File: src/rtl/if_id_ctrl.sv
// IF/ID pipeline register with decode-stage hazard detection and branch/jump resolution.
// Drives stall, bubble and redirect controls back to the fetch stage.
module if_id_ctrl #(
    parameter logic [31:0] RESET_PC = 32'h0000_0000
) (
    input  logic        clk,
    input  logic        reset,
    input  logic [31:0] instruction,
    input  logic [31:0] outpc,
    input  logic [31:0] rs_data,
    input  logic [31:0] rt_data,
    input  logic        ex_reg_write,
    input  logic        ex_mem_read,
    input  logic [4:0]  ex_dest,
    input  logic        mem_mem_read,
    input  logic [4:0]  mem_dest,
    output logic [31:0] id_instruction,
    output logic [31:0] id_pc,
    output logic        id_valid,
    output logic        bubble,
    output logic        stall,
    output logic        jump_cs,
    output logic [31:0] Next_pc
);

    localparam logic [5:0] OP_SPECIAL = 6'b000000;
    localparam logic [5:0] OP_J       = 6'b000010;
    localparam logic [5:0] OP_JAL     = 6'b000011;
    localparam logic [5:0] OP_BEQ     = 6'b000100;
    localparam logic [5:0] OP_BNE     = 6'b000101;
    localparam logic [5:0] FN_JR      = 6'b001000;

    logic [31:0] id_instruction_q, id_instruction_d;
    logic [31:0] id_pc_q, id_pc_d;
    logic        id_valid_q, id_valid_d;

    logic [5:0]  op;
    logic [4:0]  rs;
    logic [4:0]  rt;
    logic [5:0]  funct;
    logic [15:0] imm16;
    logic [25:0] imm26;

    logic        is_jump;
    logic        is_beq;
    logic        is_bne;
    logic        is_jr;

    logic        load_use_haz;
    logic        branch_haz;
    logic        stall_int;
    logic        taken;
    logic        jump_int;
    logic [31:0] pc4;
    logic [31:0] branch_target;
    logic [31:0] jump_target;
    logic [31:0] target;

    function automatic logic reg_match(input logic [4:0] r, input logic [4:0] hz);
        return (r != 5'd0) && (r == hz);
    endfunction

    always_comb begin
        op    = id_instruction_q[31:26];
        rs    = id_instruction_q[25:21];
        rt    = id_instruction_q[20:16];
        funct = id_instruction_q[5:0];
        imm16 = id_instruction_q[15:0];
        imm26 = id_instruction_q[25:0];

        is_jump = (op == OP_J) || (op == OP_JAL);
        is_beq  = (op == OP_BEQ);
        is_bne  = (op == OP_BNE);
        is_jr   = (op == OP_SPECIAL) && (funct == FN_JR);
    end

    // Hazards only count for a live decode slot; a flushed slot never stalls.
    always_comb begin
        load_use_haz = id_valid_q && ex_mem_read &&
                       (reg_match(rs, ex_dest) || reg_match(rt, ex_dest));

        branch_haz = 1'b0;
        if (id_valid_q && (is_beq || is_bne || is_jr)) begin
            if (ex_reg_write && reg_match(rs, ex_dest))
                branch_haz = 1'b1;
            if (mem_mem_read && reg_match(rs, mem_dest))
                branch_haz = 1'b1;
            if (!is_jr) begin
                if (ex_reg_write && reg_match(rt, ex_dest))
                    branch_haz = 1'b1;
                if (mem_mem_read && reg_match(rt, mem_dest))
                    branch_haz = 1'b1;
            end
        end

        stall_int = load_use_haz || branch_haz;
    end

    always_comb begin
        pc4           = id_pc_q + 32'd4;
        branch_target = pc4 + {{14{imm16[15]}}, imm16, 2'b00};
        jump_target   = {pc4[31:28], imm26, 2'b00};

        taken  = 1'b0;
        target = 32'h0;
        if (is_jump) begin
            taken  = 1'b1;
            target = jump_target;
        end else if (is_beq) begin
            taken  = (rs_data == rt_data);
            target = branch_target;
        end else if (is_bne) begin
            taken  = (rs_data != rt_data);
            target = branch_target;
        end else if (is_jr) begin
            taken  = 1'b1;
            target = rs_data;
        end

        jump_int = id_valid_q && !stall_int && taken;
    end

    // Stall holds the slot; a redirect flushes the wrong-path fetch (no delay slot).
    always_comb begin
        id_instruction_d = instruction;
        id_pc_d          = outpc;
        id_valid_d       = 1'b1;
        if (stall_int) begin
            id_instruction_d = id_instruction_q;
            id_pc_d          = id_pc_q;
            id_valid_d       = id_valid_q;
        end else if (jump_int) begin
            id_instruction_d = 32'h0;
            id_pc_d          = outpc;
            id_valid_d       = 1'b0;
        end
    end

    always_ff @(posedge clk) begin
        if (reset) begin
            id_instruction_q <= 32'h0;
            id_pc_q          <= RESET_PC;
            id_valid_q       <= 1'b0;
        end else begin
            id_instruction_q <= id_instruction_d;
            id_pc_q          <= id_pc_d;
            id_valid_q       <= id_valid_d;
        end
    end

    assign id_instruction = id_instruction_q;
    assign id_pc          = id_pc_q;
    assign id_valid       = id_valid_q;
    assign stall          = stall_int;
    assign bubble         = stall_int || !id_valid_q;
    assign jump_cs        = jump_int;
    assign Next_pc        = jump_int ? target : 32'h0;

endmodule

File: config.mk
export PLATFORM = sky130hd
export DESIGN_NAME = if_id_ctrl
export DESIGN_NICKNAME = d
export VERILOG_FILES = /design/src/rtl/if_id_ctrl.sv
export SDC_FILE = /design/constraint.sdc
export NUM_CORES = 1
export LEC_CHECK = 0
export ABC_AREA = 1
export CAP_MARGIN = 20
export CORE_MARGIN = 3
export CORE_UTILIZATION = 25
export DETAILED_ROUTE_END_ITERATION = 7
export SYNTH_ARGS = -nofsm -noshare
export SYNTH_HDL_FRONTEND = slang
export SYNTH_SLANG_ARGS = --single-unit
File: constraint.sdc
create_clock -name clk -period 8 [get_ports clk]
set_input_delay 2.4 -clock clk [delete_from_list [all_inputs] [get_ports clk]]
set_output_delay 2.4 -clock clk [all_outputs]
set_load 0.03 [all_outputs]
==> impl_metrics.json <==
{
  "outcome": "finished, final reports clean",
  "dp_slack_ps": 451,
  "skew_ps": 6.05,
  "grt_overflow": 0,
  "cts_setup_buffers": 0,
  "drive_gt1_share_pct": 10.6,
  "final-setup-viol-count": 0,
  "rsz0062_at_grt": "no",
  "fin_crit_ps": 7560,
  "critPathLaunch": "rs_data[28]",
  "ir_drop_mv": 0.0756,
  "synthFlopType": "dfxtp_1",
  "fmax_mhz": 132,
  "synth_seq_area_share_pct": 18.8,
  "rrSetupSlack_ps": 5120,
  "synth_area_sq_um": 6930,
  "cts-resized-gates": 0,
  "clock_latency_ps": 340,
  "placed_cell_area_sq_um": 9820,
  "critPathCapture": "Next_pc[25]",
  "dieWidth_um": 173,
  "syn_to_final_growth_pct": 46.2,
  "stdcell_area_sq_um": 10100,
  "synth.area.top_cells": "dfxtp_1 (19%), nand2_1 (18%), nor2_1 (6.5%)",
  "grt_max_degree": 83,
  "antenna_found_initial": 0,
  "ys_types": 51,
  "dieArea_sq_um": 29800,
  "dieHeight_um": 173,
  "synth_nets": 1279,
  "crit_path_end_kind": "primary output",
  "cts_root_buffer": "clkbuf_16",
  "drc_errors": 0,
  "ios": 243,
  "core.rowCount": 60,
  "holdCritPathClass": "flip-flop to flip-flop",
  "diodes": 0,
  "async_reset_ff_share_pct": 0,
  "first_global_vias": 8041,
  "p_per_area_nw_per_um2": 124,
  "first_pass_iters": 5,
  "coreArea_sq_um": 27100,
  "fin_tns_setup_ps": 0,
  "hold_violations": 0,
  "portBuffers": 242,
  "start_util_pct": 25.6,
  "max-cap-violations": 0,
  "syn_inst": 1100,
  "yosysTopAreaCell": "dfxtp_1",
  "startpoint_type": "input pin",
  "reg2reg_from": "id_instruction[30]$_SDFFE_PP0N_",
  "ys_warn_count": 0,
  "clkTransAtPathRegs_ps": 50,
  "grt_pass1_wl_um": 47200,
  "finalMaxSlewViolations": 0,
  "hold_buffers": 0,
  "postRouteWirelength_um": 30500,
  "critPathRequiredTime_ps": 5600,
  "dp_hpwl_um": 25000,
  "cts_tree": "built",
  "leakage_nw": 4.18,
  "viasPerCell": 4.74,
  "finalWorstSetupSlack_ps": 438,
  "cp_max_fo": 2,
  "r2r_end": "id_instruction[22]$_SDFFE_PP0N_",
  "cts_sinks": 65,
  "h-tree-depth": 3,
  "finalNetCount": 1503,
  "arrival_ps": 5160,
  "cts_buffers": 9,
  "cts.path.max_buffers": 2,
  "syn_area_per_cell_sq_um": 6.30,
  "synth_top_area_share_pct": 18.8,
  "vias": 8061,
  "slew_headroom_pct": 36.5,
  "worstMarginPinSlew_ps": 953,
  "worstSetupPathType": "input pin to primary output",
  "grt_usage_pct": 19.9,
  "post_drt_wl_per_cell_um": 18.0,
  "synth_edf_count": 0,
  "ys_ff_latch": 65,
  "timing.final.crit_share_pct": 94.5,
  "antenna_violating_nets_post_route": 0,
  "r2r_cells": 10,
  "gp_congestion": 0.885,
  "drt_iter0_markers": 367
}
## per-layer routing
metal,GRT usage [%],part of all wire (%)
met5,0,0
met4,6.93,3.1
met3,3.77,5.5
met2,32.7,45
met1,26.1,46
## through the flow
| step | power (mW) | utilization [%] | instances | hold WS [ps] |
|---|---|---|---|---|
| 6_report | 1.25 | 37.4 | 1699 | 509 |
| 3_5_place_dp | 0.848 | 36.2 | 1684 | 498 |
| 5_1_grt | 1.32 | 37.4 | 1699 | 524 |
| 2_1_floorplan | 0.637 | - | 1100 | 600 |
| 3_3_place_gp | 0.846 | 36.2 | 1684 | 479 |
| 4_1_cts | 1.27 | 37.3 | 1698 | 506 |
## cell type report
class / instances / area (sq um)
clock buffer: 10 / 229
inverter: 102 / 383
fill: 2922 / 17000
timing repair buffer: 249 / 2690
multi-input combinational: 897 / 5000
sequential: 65 / 1300
clock inverter: 4 / 70.1
tap: 372 / 465
## logic make-up (layout without fill, tap and decap cells)
logic type,Yosys count,after routing,share of synthesized area (%)
AOI/OAI and AO/OA,193,193,17.7
xor gates and xnor gates,71,71,8.97
adders and majority gates,36,36,6.61
buffers and inverters,138,365,9.06
DFF,65,65,18.8
and+or+nand+nor,597,597,38.9
## how the worst min path moves through the flow
stage | start | endpoint | slack [ps] | cells past startpoint
final | id_instruction[31]$_SDFFE_PP0N_ | id_instruction[31]$_SDFFE_PP0N_ | 510 | 2
after floorplan | id_pc[0]$_SDFFE_PP0N_ | id_pc[0]$_SDFFE_PP0N_ | 600 | 2
after global routing | id_pc[1]$_SDFFE_PP0N_ | id_pc[1]$_SDFFE_PP0N_ | 520 | 2
after detailed placement | id_pc[1]$_SDFFE_PP0N_ | id_pc[1]$_SDFFE_PP0N_ | 500 | 2
after global placement | id_pc[1]$_SDFFE_PP0N_ | id_pc[1]$_SDFFE_PP0N_ | 480 | 2
after CTS | id_pc[1]$_SDFFE_PP0N_ | id_pc[1]$_SDFFE_PP0N_ | 510 | 2
## worst max-delay path, stage by stage
cell	delay, ps
clkdlybuf4s50_1	510
xnor2_1	140
nand2_1	80
nor2_1	120
nand2_1	80
nor2_1	310
nand2_1	90
nand2_1	60
nand3_1	60
nand2_1	190
o211ai_1	220
a21oi_1	200
clkdlybuf4s50_1	700
## synth_stat cells, types with 6 or more instances
master      n
o21ai_0    34
buf_4       7
a31oi_1    10
nor3_1     23
buf_2       6
ha_1       35
nand3_2    29
a21oi_2    31
nor3_2      6
nor2_1    120
xor2_1     25
a211oi_2    6
dfxtp_1    65
nand4_1    12
inv_1      98
nand2_1   327
nand3_1    53
a21oi_1    79
a211oi_1   13
clkbuf_1   15
xnor2_1    46
## state kept, by name, summed over array words and instances (netlist names)
name            cells
id_valid            1
id_pc              32
id_instruction     32
## placed cells by master, fill, tap and decap left out, types with 3 or more instances in the layout
cell type        synthesis  layout
nand3_1                 53      53
o21ai_0                 34      34
buf_12                   1      23
nand2_1                327     327
nor4_1                   3       3
a21oi_2                 31      31
nor2_1                 120     120
inv_2                    3       3
buf_4                    7      13
nand4_1                 12      12
a221oi_1                 3       3
clkbuf_16                0       9
a21o_1                   3       3
inv_1                   98      98
o21ai_1                  3       3
a211oi_1                13      13
a21oi_1                 79      79
dfxtp_1                 65      65
nand3_2                 29      29
nor3_2                   6       6
ha_1                    35      35
nor3b_1                  5       5
xor2_1                  25      25
nor2_2                   3       3
o21bai_1                 5       5
xnor2_1                 46      46
a211oi_2                 6       6
clkdlybuf4s50_1          0     212
or2_2                    3       3
a31oi_1                 10      10
nor3_1                  23      23
## power by group
group | switching [mW] | internal, mW
registers | 0.0418 | 0.346
clock network | 0.145 | 0.268
logic | 0.254 | 0.200
(Power assumes the default switching activity.)
